## src/rtl/gemm_drain_pkg.sv

```systemverilog
// gemm_drain_pkg: shared state codes, element type and slice helpers for the C-drain reader.
package gemm_drain_pkg;

    localparam int CElemWidth = 32;

    typedef logic [2:0] state_t;
    localparam state_t ST_IDLE = 3'd0;
    localparam state_t ST_REQ  = 3'd1;
    localparam state_t ST_WAIT = 3'd2;
    localparam state_t ST_EMIT = 3'd3;
    localparam state_t ST_DONE = 3'd4;

    typedef logic signed [CElemWidth-1:0] c_elem_t;

    function automatic int idx_w(input int n);
        return (n > 1) ? $clog2(n) : 1;
    endfunction

    function automatic int slice_lsb(input int r, input int c, input int n, input int w);
        return (r * n + c) * w;
    endfunction

endpackage

```

## src/rtl/gemm_c_addr_gen.sv

```systemverilog
// gemm_c_addr_gen: tm/r/tn/j walk counters, tile address and end-of-row/end-of-matrix detection.
module gemm_c_addr_gen
    import gemm_drain_pkg::*;
#(
    parameter int M             = 4,
    parameter int N             = 4,
    parameter int AddrWidth     = 6,
    parameter int SizeAddrWidth = 8,
    parameter int JW            = idx_w(N),
    parameter int RW            = idx_w(M)
) (
    input  logic                     clk_i,
    input  logic                     rst_ni,
    input  logic                     load,
    input  logic                     adv,
    input  logic                     ahead,
    input  logic [SizeAddrWidth-1:0] tiles_m,
    input  logic [SizeAddrWidth-1:0] tiles_n,
    output logic [JW-1:0]            j,
    output logic [RW-1:0]            sel_r,
    output logic [AddrWidth-1:0]     addr,
    output logic                     row_end,
    output logic                     final_beat
);

    logic [SizeAddrWidth-1:0] tm, tn, tm_sz, tn_sz, nx_tm, nx_tn;
    logic [RW-1:0]            r, nx_r;
    logic                     last_tn, last_r;

    // ahead selects the tile row that follows the current one (prefetch target)
    always_comb begin
        last_tn    = tn == tn_sz - 1'b1;
        last_r     = r == RW'(M - 1);
        row_end    = j == JW'(N - 1);
        final_beat = row_end && last_tn && last_r && tm == tm_sz - 1'b1;
        nx_tn      = last_tn ? '0 : tn + 1'b1;
        nx_r       = last_tn ? (last_r ? '0 : r + 1'b1) : r;
        nx_tm      = (last_tn && last_r) ? tm + 1'b1 : tm;
        sel_r      = ahead ? nx_r : r;
        addr       = AddrWidth'(ahead ? nx_tm * tn_sz + nx_tn : tm * tn_sz + tn);
    end

    always_ff @(posedge clk_i) begin
        if (!rst_ni) begin
            tm    <= '0;
            tn    <= '0;
            tm_sz <= '0;
            tn_sz <= '0;
            r     <= '0;
            j     <= '0;
        end else if (load) begin
            tm_sz <= tiles_m;
            tn_sz <= tiles_n;
            tm    <= '0;
            tn    <= '0;
            r     <= '0;
            j     <= '0;
        end else if (adv) begin
            j <= row_end ? '0 : j + 1'b1;
            if (row_end) begin
                tm <= nx_tm;
                tn <= nx_tn;
                r  <= nx_r;
            end
        end
    end

endmodule

```

## src/rtl/gemm_c_drain.sv

```systemverilog
// gemm_c_drain: streams tiled SRAM C back out row-major over valid/ready.
// C_DRAIN_PREFETCH_EN adds a second row buffer fetched during EMIT for 1 element/cycle.
module gemm_c_drain
    import gemm_drain_pkg::*;
#(
    parameter int OutDataWidth  = CElemWidth,
    parameter int M             = 4,
    parameter int N             = 4,
    parameter int AddrWidth     = 6,
    parameter int SizeAddrWidth = 8
) (
    input  logic                         clk_i,
    input  logic                         rst_ni,
    input  logic                         start_i,
    input  logic [SizeAddrWidth-1:0]     M_size_i,
    input  logic [SizeAddrWidth-1:0]     N_size_i,
    output logic [AddrWidth-1:0]         sram_c_addr_o,
    input  logic [OutDataWidth*M*N-1:0]  sram_c_rdata_i,
    output logic [OutDataWidth-1:0]      out_data_o,
    output logic                         out_valid_o,
    input  logic                         out_ready_i,
    output logic                         out_last_o,
    output logic                         busy_o,
    output logic                         done_o
);

    localparam int JW = idx_w(N);
    localparam int RW = idx_w(M);

    state_t                          state, state_nx;
    logic signed [OutDataWidth-1:0]  row_buf [N];
    logic [SizeAddrWidth-1:0]        tiles_m, tiles_n;
    logic [JW-1:0]                   j;
    logic [RW-1:0]                   sel_r;
    logic [AddrWidth-1:0]            addr;
    logic                            row_end, final_beat, load, row_done, ahead, swap;

    always_comb begin
        tiles_m       = M_size_i / SizeAddrWidth'(M);
        tiles_n       = N_size_i / SizeAddrWidth'(N);
        load          = state == ST_IDLE && start_i && tiles_m != '0 && tiles_n != '0;
        out_valid_o   = state == ST_EMIT;
        row_done      = out_valid_o && out_ready_i && row_end;
        out_data_o    = out_valid_o ? row_buf[j] : '0;
        out_last_o    = out_valid_o && final_beat;
        busy_o        = state == ST_REQ || state == ST_WAIT || state == ST_EMIT;
        done_o        = state == ST_DONE;
        sram_c_addr_o = busy_o ? addr : '0;
        state_nx      = state == ST_IDLE ? (start_i ? (load ? ST_REQ : ST_DONE) : ST_IDLE)
                      : state == ST_REQ  ? ST_WAIT
                      : state == ST_WAIT ? ST_EMIT
                      : state == ST_EMIT ? (row_done ? (final_beat ? ST_DONE : (swap ? ST_EMIT : ST_REQ)) : ST_EMIT)
                      : ST_IDLE;
    end

    always_ff @(posedge clk_i) begin
        if (!rst_ni) state <= ST_IDLE;
        else         state <= state_nx;
    end

`ifdef C_DRAIN_PREFETCH_EN
    logic signed [OutDataWidth-1:0] pf_buf [N];
    logic                           pf_ok, pf_full;
    assign ahead = state == ST_EMIT;
    assign swap  = pf_full;
    // pf_ok: the prefetch address has been stable for a cycle, so rdata now belongs to it
    always_ff @(posedge clk_i) begin
        if (!rst_ni) begin
            pf_ok   <= 1'b0;
            pf_full <= 1'b0;
        end else begin
            pf_ok   <= ahead && !row_done;
            pf_full <= row_done ? 1'b0 : ((ahead && pf_ok) ? 1'b1 : pf_full);
        end
    end
    always_ff @(posedge clk_i) begin
        if (ahead && pf_ok)
            for (int c = 0; c < N; c++)
                pf_buf[c] <= sram_c_rdata_i[slice_lsb(int'(sel_r), c, N, OutDataWidth) +: OutDataWidth];
    end
`else
    assign ahead = 1'b0;
    assign swap  = 1'b0;
`endif

    always_ff @(posedge clk_i) begin
        if (state == ST_WAIT) begin
            for (int c = 0; c < N; c++)
                row_buf[c] <= sram_c_rdata_i[slice_lsb(int'(sel_r), c, N, OutDataWidth) +: OutDataWidth];
        end
`ifdef C_DRAIN_PREFETCH_EN
        else if (row_done && pf_full) begin
            for (int c = 0; c < N; c++)
                row_buf[c] <= pf_buf[c];
        end
`endif
    end

    gemm_c_addr_gen #(
        .M             (M),
        .N             (N),
        .AddrWidth     (AddrWidth),
        .SizeAddrWidth (SizeAddrWidth)
    ) u_addr_gen (
        .clk_i      (clk_i),
        .rst_ni     (rst_ni),
        .load       (load),
        .adv        (out_valid_o && out_ready_i),
        .ahead      (ahead),
        .tiles_m    (tiles_m),
        .tiles_n    (tiles_n),
        .j          (j),
        .sel_r      (sel_r),
        .addr       (addr),
        .row_end    (row_end),
        .final_beat (final_beat)
    );

endmodule

```

## config.mk

```make
export PLATFORM = sky130hd
export DESIGN_NAME = gemm_c_drain
export DESIGN_NICKNAME = d
export VERILOG_FILES = /design/src/rtl/gemm_drain_pkg.sv /design/src/rtl/gemm_c_addr_gen.sv /design/src/rtl/gemm_c_drain.sv
export SDC_FILE = /design/constraint.sdc
export NUM_CORES = 1
export LEC_CHECK = 0
export CORE_AREA = 2 2 226 228
export CTS_CLUSTER_SIZE = 16
export DETAILED_ROUTE_END_ITERATION = 12
export DIE_AREA = 0 0 228 230
export PLACE_DENSITY = 0.59
export SLEW_MARGIN = 20
export SYNTH_ARGS = -nofsm -noshare
export SYNTH_HDL_FRONTEND = slang
export SYNTH_SLANG_ARGS = --single-unit
```

## constraint.sdc

```tcl
create_clock -name clk_i -period 19.4 [get_ports clk_i]
set_clock_uncertainty 0.1 [all_clocks]
set_input_delay 3.88 -clock clk_i [delete_from_list [all_inputs] [get_ports clk_i]]
set_output_delay 3.88 -clock clk_i [all_outputs]
set_load 0.01 [all_outputs]
```

# Word level (Yosys, flattened, before mapping)
# Memory sizes are Yosys's and may differ from the RTL's. A register that Yosys moved wholly into a read port is not among the register bits.
# Index checks and enable logic that the tools add are counted.
[word_totals]
mem_bits_rw = 128
ff_bits = 35
out_inout_bits = 42
n_memories = 1
[mem_list]
columns = ["memory", "words", "word_bits", "read_ports", "rd_clocked_by_memory_dff", "wr", "line", "source"]
rows = [
  ["row_buf", 4, 32, 1, 1, 4, "gemm_c_drain.sv:31", "logic signed [OutDataWidth-1:0] row_buf [N];"],
]
[op_classes]
eq_ne = 8
multipliers = 1
muxes = 17
n_bitwise = 1
n_reduce_logical = 19
shifts = 4
add_sub_neg = 10
[ops]
columns = ["operator", "n"]
rows = [
  ["512-bit by 11-bit indexed part select with 32-bit output", 3],
  ["512-bit by 10-bit indexed part select with 32-bit output", 1],
  ["32-bit 2-to-1 mux", 1],
  ["3-bit 2-to-1 mux", 8],
  ["8-bit by 1-bit adder with 8-bit output (second input constant)", 2],
  ["8-bit == test", 2],
  ["8-bit nonzero test", 2],
  ["6-bit by 1-bit subtractor with 7-bit output (second input constant)", 2],
  ["4-bit by 2-bit adder with 5-bit output (second input constant)", 2],
  ["1-bit logical AND", 10],
  ["8-bit by 6-bit multiplier with 6-bit output", 1],
  ["2-bit 2-to-1 mux", 4],
  ["8-bit 2-to-1 mux", 1],
  ["6-bit adder", 1],
  ["3-bit by 2-bit == test with 1-bit output (second input constant)", 2],
  ["6-bit 2-to-1 mux", 1],
  ["3-bit AND reduction", 2],
  ["4-bit by 1-bit adder with 5-bit output (second input constant)", 1],
  ["2-bit by 1-bit adder with 2-bit output (second input constant)", 2],
  ["2-bit == test (second input constant)", 2],
  ["3-bit by 1-bit == test with 1-bit output (second input constant)", 1],
  ["3-bit == test (second input constant)", 1],
  ["3-bit logical NOT", 1],
  ["1-bit logical OR", 2],
  ["other kinds (4)", 5],
]

# Longest topological paths before layout
[logic_depth]
depth_word = 11
mapped_depth = 13

# Hierarchy
# A second synthesis with hierarchy kept.
[hier_totals]
hier_cells = 821
hier_area_um2 = 11721.2
[modules_own_cells]
columns = ["mod", "instances", "cells_per_inst", "area_per_inst_um2"]
rows = [
  ["gemm_c_drain", 1, 395, 8149.1],
  ["gemm_c_addr_gen", 1, 426, 3572.2],
]

# Worst setup path before layout
# No wires, ideal clock.
[synth_path]
path_kind = "register -> register"
start = "register state[1]"
end = "memory row_buf[0][0] in the netlist's numbering, enable pin"
stages_incl_launch_ff = 3
setup_slack_ps = 9469
t_arrival_ps = 9058
setup_time_ps = 773
period_less_slack_ps = 9931
cell_sequence = "dfxtp_1 -> inv_1 -> nor3_1"
[synth_lines]
columns = ["item", "line", "source"]
rows = [
  ["start, declared", "gemm_c_drain.sv:30", "state_t state, state_nx;"],
  ["start signal, assigned", "gemm_c_drain.sv:58", "else state <= state_nx;"],
  ["end, declared", "gemm_c_drain.sv:31", ""],
]

# Worst setup path in the final report
[layout_path]
start = "register u_addr_gen.tm[2]"
end = "output port sram_c_addr_o[5]"
[layout_via]
elab_chain_cells = 3
[layout_rtl]
columns = ["item", "line", "source"]
rows = [
  ["start, declared", "gemm_c_addr_gen.sv:26", "logic [SizeAddrWidth-1:0] tm, tn, tm_sz, tn_sz, nx_tm, nx_tn;"],
  ["start signal, assigned", "gemm_c_addr_gen.sv:61", "tm <= nx_tm;"],
  ["8-bit by 6-bit multiplier with 6-bit output", "gemm_c_addr_gen.sv:40", "addr = AddrWidth'(ahead ? nx_tm * tn_sz + nx_tn : tm * tn_sz + tn);"],
  ["6-bit adder", "gemm_c_addr_gen.sv:40", ""],
  ["6-bit 2-to-1 mux", "gemm_c_drain.sv:48", "sram_c_addr_o = busy_o ? addr : '0;"],
  ["end, declared", "gemm_c_drain.sv:17", "output logic [AddrWidth-1:0] sram_c_addr_o,"],
]
# Every way passes these cells.

==> impl_metrics.tcl <==
set metrics [dict create \
    drt_wl_total_mm 44.0 \
    seq_area_frac_synth_pct 43.8 \
    gr-total-overflow 0 \
    ctsResizeCount 0 \
    finalNetCount 1770 \
    cpPeakStageDelay_ns 0.59 \
    n_fill_cell 4887 \
    insertion_delay_ns 0.48 \
    grt_pass1_vias 9298 \
    synth_cell_types 50 \
    p_per_area_nw_per_um2 55.6 \
    synthFlopType "edfxtp_1" \
    drtAntennaViolNets 0 \
    dieArea_um2 52400 \
    post_drt_wl_per_cell_um 23.1 \
    grt_max_degree 69 \
    die_w_um 228 \
    max_cap_viol_count 0 \
    critPathKind "register to output pin" \
    numCtsBuffers 17 \
    postCtsHoldBufs 0 \
    setup_viol 0 \
    critical_path.max_fanout 12 \
    vias 8714 \
    p_leak_nw 5.68 \
    synth.net_count 1228 \
    relSlewSlack_pct 36.8 \
    vdd_ir_drop_max_mv 0.0613 \
    synth_warnings 0 \
    max_freq_ghz 0.112 \
    vias_per_cell 4.57 \
    drt_iter0_markers 600 \
    first_pass_iters 5 \
    rows 82 \
    fin_crit_sh_pct 45.9 \
    core_um2 49900 \
    fin_ws_ns 10.49 \
    synth_area_um2 10500 \
    synth-async-reset-ratio_pct 0 \
    setup_tns_ns 0 \
    synth_cells 670 \
    pre_cts_slack_ns 10.96 \
    drv_slew 0 \
    cts_setup_buffers 0 \
    start_kind "register" \
    cpMaxStageDelayCell "dfxtp_1" \
    io_pins 574 \
    cts_num_sinks 165 \
    dieHeight_um 230 \
    port_buffers 569 \
    cp.required_ns 15.42 \
    h-tree-depth 4 \
    drive_gt1_share_pct 17.3 \
    r2r_cells 7 \
    ys_ff_latch 165 \
    clk_path_buf_depth 2 \
    worst_pin_slew_ns 0.948 \
    grt_pass1_wl_mm 62.7 \
    grt_usage_pct 16.7 \
    avgSynthCellArea_um2 15.6 \
    clockRootBuffer "clkbuf_16" \
    crit_chain "nand2_1 -> fa_1 -> inv_1 -> ha_1 -> inv_1 -> fa_1 -> fa_1 -> xor2_1 -> xnor3_1 -> xnor3_1 -> xnor3_1 -> nor2_1 -> clkdlybuf4s50_1" \
    rrSetupSlack_ns 16.40 \
    min-delay-start "u_addr_gen.j[1]" \
    gp_congestion 0.911 \
    layout.area.seq_um2 4600 \
    syn_to_final_growth_pct 67.3 \
    worst_ep_arrival_time_ns 4.93 \
    hold-path-cell-count 2 \
    status "finished clean" \
    hold_path.class "register to register" \
    finalCriticalPeriod_ns 8.91 \
    dp_hpwl_mm 35.2 \
    timing.rr.start "u_addr_gen.tn_sz[0]" \
    hold_viol 0 \
    rsz0062_at_grt "false" \
    start_util_pct 21.0 \
    synth-edff-count 128 \
    multi_input_area_um2 5580 \
    path_clk_slew_ns 0.07 \
    cts_tree "built" \
    antenna_found_initial 17 \
    end_kind "output pin" \
    drcViolationCount 0 \
    rr_endpoint "u_addr_gen.r[0]" \
]
-- critical path, delay by kind of cell, from the launching register on --
family | cells | cell delay [ns]
xor gates and xnor gates | 4 | 1.14
adders and majority gates | 4 | 1.80
buffers and inverters | 3 | 0.66
DFF | 1 | 0.59
and+or+nand+nor | 2 | 0.24
-- final cells by class --
| type | count | share of cell area (%) |
|---|---|---|
| inverter | 22 | 0.472 |
| antenna | 8 | 0.114 |
| tap | 672 | 4.80 |
| multi-input combinational | 428 | 31.9 |
| clock buffer | 17 | 2.43 |
| timing repair buffer | 578 | 32.9 |
| clock inverter | 15 | 1.11 |
| sequential | 165 | 26.3 |
-- worst max path at each step --
stage / slack, ns / cells past startpoint / to / startpoint
4_1_cts: 10.37 / 13 / sram_c_addr_o[5] / u_addr_gen.tm[2]
3_3_place_gp: 10.98 / 13 / sram_c_addr_o[5] / u_addr_gen.tm[2]
2_1_floorplan: 9.47 / 2 / row_buf[0][0] / state[1]
6_report: 10.49 / 13 / sram_c_addr_o[5] / u_addr_gen.tm[2]
3_5_place_dp: 10.96 / 13 / sram_c_addr_o[5] / u_addr_gen.tm[2]
5_1_grt: 10.14 / 13 / sram_c_addr_o[5] / u_addr_gen.tm[2]
-- per-stage QoR --
step / cell area [um2] / cells / hold WS, ns / power [mW] / util [%]
floorplan: 10500 / 670 / 0.354 / 0.489 / -
global placement: 16900 / 1865 / 0.367 / 0.614 / 33.8
detailed placement: 16900 / 1865 / 0.373 / 0.617 / 33.8
CTS: 17500 / 1897 / 0.382 / 0.989 / 35.1
global route: 17500 / 1905 / 0.424 / 1.01 / 35.1
finish: 17500 / 1905 / 0.384 / 0.974 / 35.1
-- report_power, final --
part	internal, mW	switching, mW
sequential	0.407	0.0104
combinational	0.132	0.0581
clock	0.205	0.161
-- synthesized netlist by cell type (all sizes together), types with 2 or more instances --
master	count	area share (%)
o2111ai	3	0.25
buf	19	0.80
nor2	11	0.39
edfxtp	128	37
nand3	10	0.48
or4b	2	0.19
xnor3	3	0.65
a21boi	4	0.29
xor2	12	1.0
nand2	29	1.0
nor4	3	0.18
clkbuf	36	1.3
or2	3	0.18
a21oi	16	0.80
ha	19	2.3
mux2i	8	0.77
and2	46	2.8
and3	5	0.30
dfxtp	37	7.1
o21ai	6	0.29
mux4	160	34
a21o	3	0.22
nor3	18	0.96
or4	7	0.50
xnor2	19	1.6
or3	3	0.18
nand4	4	0.24
fa	7	1.3
inv	22	0.79
o31ai	8	0.57
nor2b	7	0.42
-- per-layer routing --
metal	vias up	routed length, um	share of wire [%]	global-route usage, %
met1	4375	16600	38	18.7
li1	3840	-	-	-
met5	-	82	0.19	0
met3	66	3870	8.8	6.51
met2	421	21800	50	27.7
met4	12	1700	3.9	8.70
-- flip-flops by register name (all words and copies together), names as in the netlist, named ones only --
| signal | count |
|---|---|
| row_buf | 128 |
| state | 3 |
| u_addr_gen.j | 2 |
| u_addr_gen.r | 2 |
| u_addr_gen.tm | 8 |
| u_addr_gen.tm_sz | 6 |
| u_addr_gen.tn | 8 |
| u_addr_gen.tn_sz | 6 |
-- cell usage in the layout (no fill, tap or decap), types with 5 or more instances in the layout --
cell type and instances:
a21oi_1 15, and2_1 46, and3_1 5, buf_4 9, clkbuf_16 17, clkdlybuf4s50_1 569
clkinv_4 5, dfxtp_1 33, diode_2 8, edfxtp_1 128, fa_1 7, ha_1 19
inv_1 22, mux2i_1 8, mux4_2 160, nand2_1 29, nand3_1 10, nor2_1 11
nor2b_1 7, nor3_1 15, o31ai_1 8, or4_1 7, xnor2_1 19, xor2_1 12
-- cell families (layout without fill, tap and decap cells) --
logic type | Yosys count | in the layout | share of synthesized area [%]
compound gates | 47 | 47 | 3.05
xor+xnor | 34 | 34 | 3.24
fa+ha+maj | 26 | 26 | 3.61
buf+inv | 77 | 632 | 2.88
flops | 165 | 165 | 43.8
mux | 168 | 168 | 35.2
other cells | 0 | 8 | 0
simple gates | 153 | 153 | 8.20
(Power assumes the default switching activity.)
==> edit (same settings) <==
Build with the macro `C_DRAIN_PREFETCH_EN` defined.
--- a/src/rtl/gemm_c_drain.sv
+++ b/src/rtl/gemm_c_drain.sv
@@ -1,4 +1,6 @@
 // gemm_c_drain: streams tiled SRAM C back out row-major over valid/ready.
 // C_DRAIN_PREFETCH_EN adds a second row buffer fetched during EMIT for 1 element/cycle.
+`define C_DRAIN_PREFETCH_EN
+
 module gemm_c_drain
     import gemm_drain_pkg::*;
Check against the original RTL: not settled (the Yosys comparison gave no result); the edit may change what the design does.
==> edit against the unedited design <==
  * Worst hold slack gained 0.0014 ns
  * Critical path depth grew 10
  * Routed wire length grew 43%
  * Power grew 59%
  * Setup slack lost 2.6 ns
  * Sequential power grew 75%
  * Synthesized cell count grew 120%
  * Sequential cell count grew 130
  * Design area grew 45%
  * Synthesized area grew 74%
  * Largest power group unchanged
==> edit: results (changes against the unedited design) <==
{| class="wikitable"
! Metric !! Value
|-
| Minimum setup slack after placement || 8.51 ns (was 10.96 ns)
|-
| Number of antenna violations at the first check in global routing || 14 (was 17)
|-
| Net switching power || 0.353 mW (was 0.229 mW)
|-
| Relative slew margins || 24.1% (was 36.8%)
|-
| Final Net Count || 2580 (was 1770)
|-
| Sequential share of the synthesized area || 46.5% (was 43.8%)
|-
| Total global routing track utilization || 23.2% (was 16.7%)
|-
| Detailed-routing wirelength on met1 || 26300 um (was 16600 um)
|-
| Status || completed (unchanged)
|-
| Detailed router's first-iteration violation count || 788 (was 600)
|-
| Synthesized instance count || 1505 (was 670)
|-
| Number of synthesized flops with an enable pin || 256 (was 128)
|-
| Cell depth of the worst flop-to-flop path || 12 (was 7)
|-
| Via/cell ratio || 5.16 (was 4.57)
|-
| Final Wtd Congestion || 0.876 (was 0.911)
|-
| Fraction of final layout cells sized beyond drive strength 1 || 17.7% (was 17.3%)
|-
| WL met2 || 31100 um (was 21800 um)
|-
| Leak || 9.58 nW (was 5.68 nW)
|-
| Leading post-synthesis cells by cell area || edfxtp_1 42%, a22oi_2 8.4%, mux2_2 8.0% (was edfxtp_1 37%, mux4_2 34%, dfxtp_1 7.1%)
|-
| Via count of the first global-routing pass || 14.3k (was 9298)
|-
| Reg2Reg Setup Slack || 13.24 ns (was 16.40 ns)
|-
| R2R Path End || row_buf[3][30]$_DFFE_PP_ (was u_addr_gen.r[0]$_SDFFE_PP0P_)
|-
| Vias after detailed routing || 14.0k (was 8714)
|-
| Clock latency reported for the late side of the worst-skew pair || 0.53 ns (was 0.48 ns)
|-
| Commonest cells in the netlist || 256 x edfxtp_1, 168 x nand2_1, 156 x a21oi_1, 144 x mux2i_1, 129 x mux2_2 (was 160 x mux4_2, 128 x edfxtp_1, 46 x and2_1, 37 x dfxtp_1, 36 x clkbuf_1)
|-
| Detailed placer's ending HPWL || 47600 um (was 35200 um)
|-
| Post-route worst setup slack || 7.92 ns (was 10.49 ns)
|-
| Met3 routed WL || 3730 um (was 3870 um)
|-
| First-pass GRT wire length || 91100 um (was 62700 um)
|-
| Number of CTS-inserted buffers || 34 (was 17)
|-
| Data arrival time of the critical path || 7.50 ns (was 4.93 ns)
|}
[edit: cell count changes after synthesis, moves of 13 or more]
cell / change
xnor2_1: +13
mux2_2: +129
mux4_2: -128
nor2_1: +33
edfxtp_1: +128
nand2_1: +139
clkbuf_1: +20
buf_6: +14
a21oi_1: +141
mux2i_1: +136
ha_1: +13
buf_2: +44
buf_1: -13
a22oi_2: +122
[edit: layout make-up]
class                   count  area [um2]
fillers                  4551       24500
multi-input cells        1057        9030
flip-flops and latches    295        8470
repair buffers            583        5830
clock buffers              36         858
well taps                 672         841
clock inverters            23         164
inverters                  31         116
diodes                      9        22.5
[edit: power groups by stage]
stage	clock [mW]	sequential (mW)	combinational, mW
3_3_place_gp	0	0.743	0.218
2_1_floorplan	0	0.743	0.0807
4_1_cts	0.609	0.731	0.221
6_report	0.594	0.731	0.219
3_5_place_dp	0	0.743	0.220
5_1_grt	0.632	0.733	0.234
[edit: through the flow]
stage,hold slack [ns],instance area (um2)
after global placement,0.363,24300
after CTS,0.383,25300
after floorplan,0.353,18200
after detailed placement,0.369,24300
after global routing,0.421,25300
final,0.386,25300
[edit: kinds of logic after synthesis]
family	after synthesis	synth area share, %
simple gates	341	8.94
compound gates	311	14.1
mux	305	19.9
flops	295	46.5
buf+inv	153	4.14
xor+xnor	54	2.75
fa+ha+maj	46	3.74
[edit: per-layer routing]
layer / track usage [%] / vias to the layer above
met5: 0 / -
met4: 8.21 / 4
met3: 5.07 / 80
met2: 39.2 / 435
met1: 29.4 / 6796
li1: - / 6642
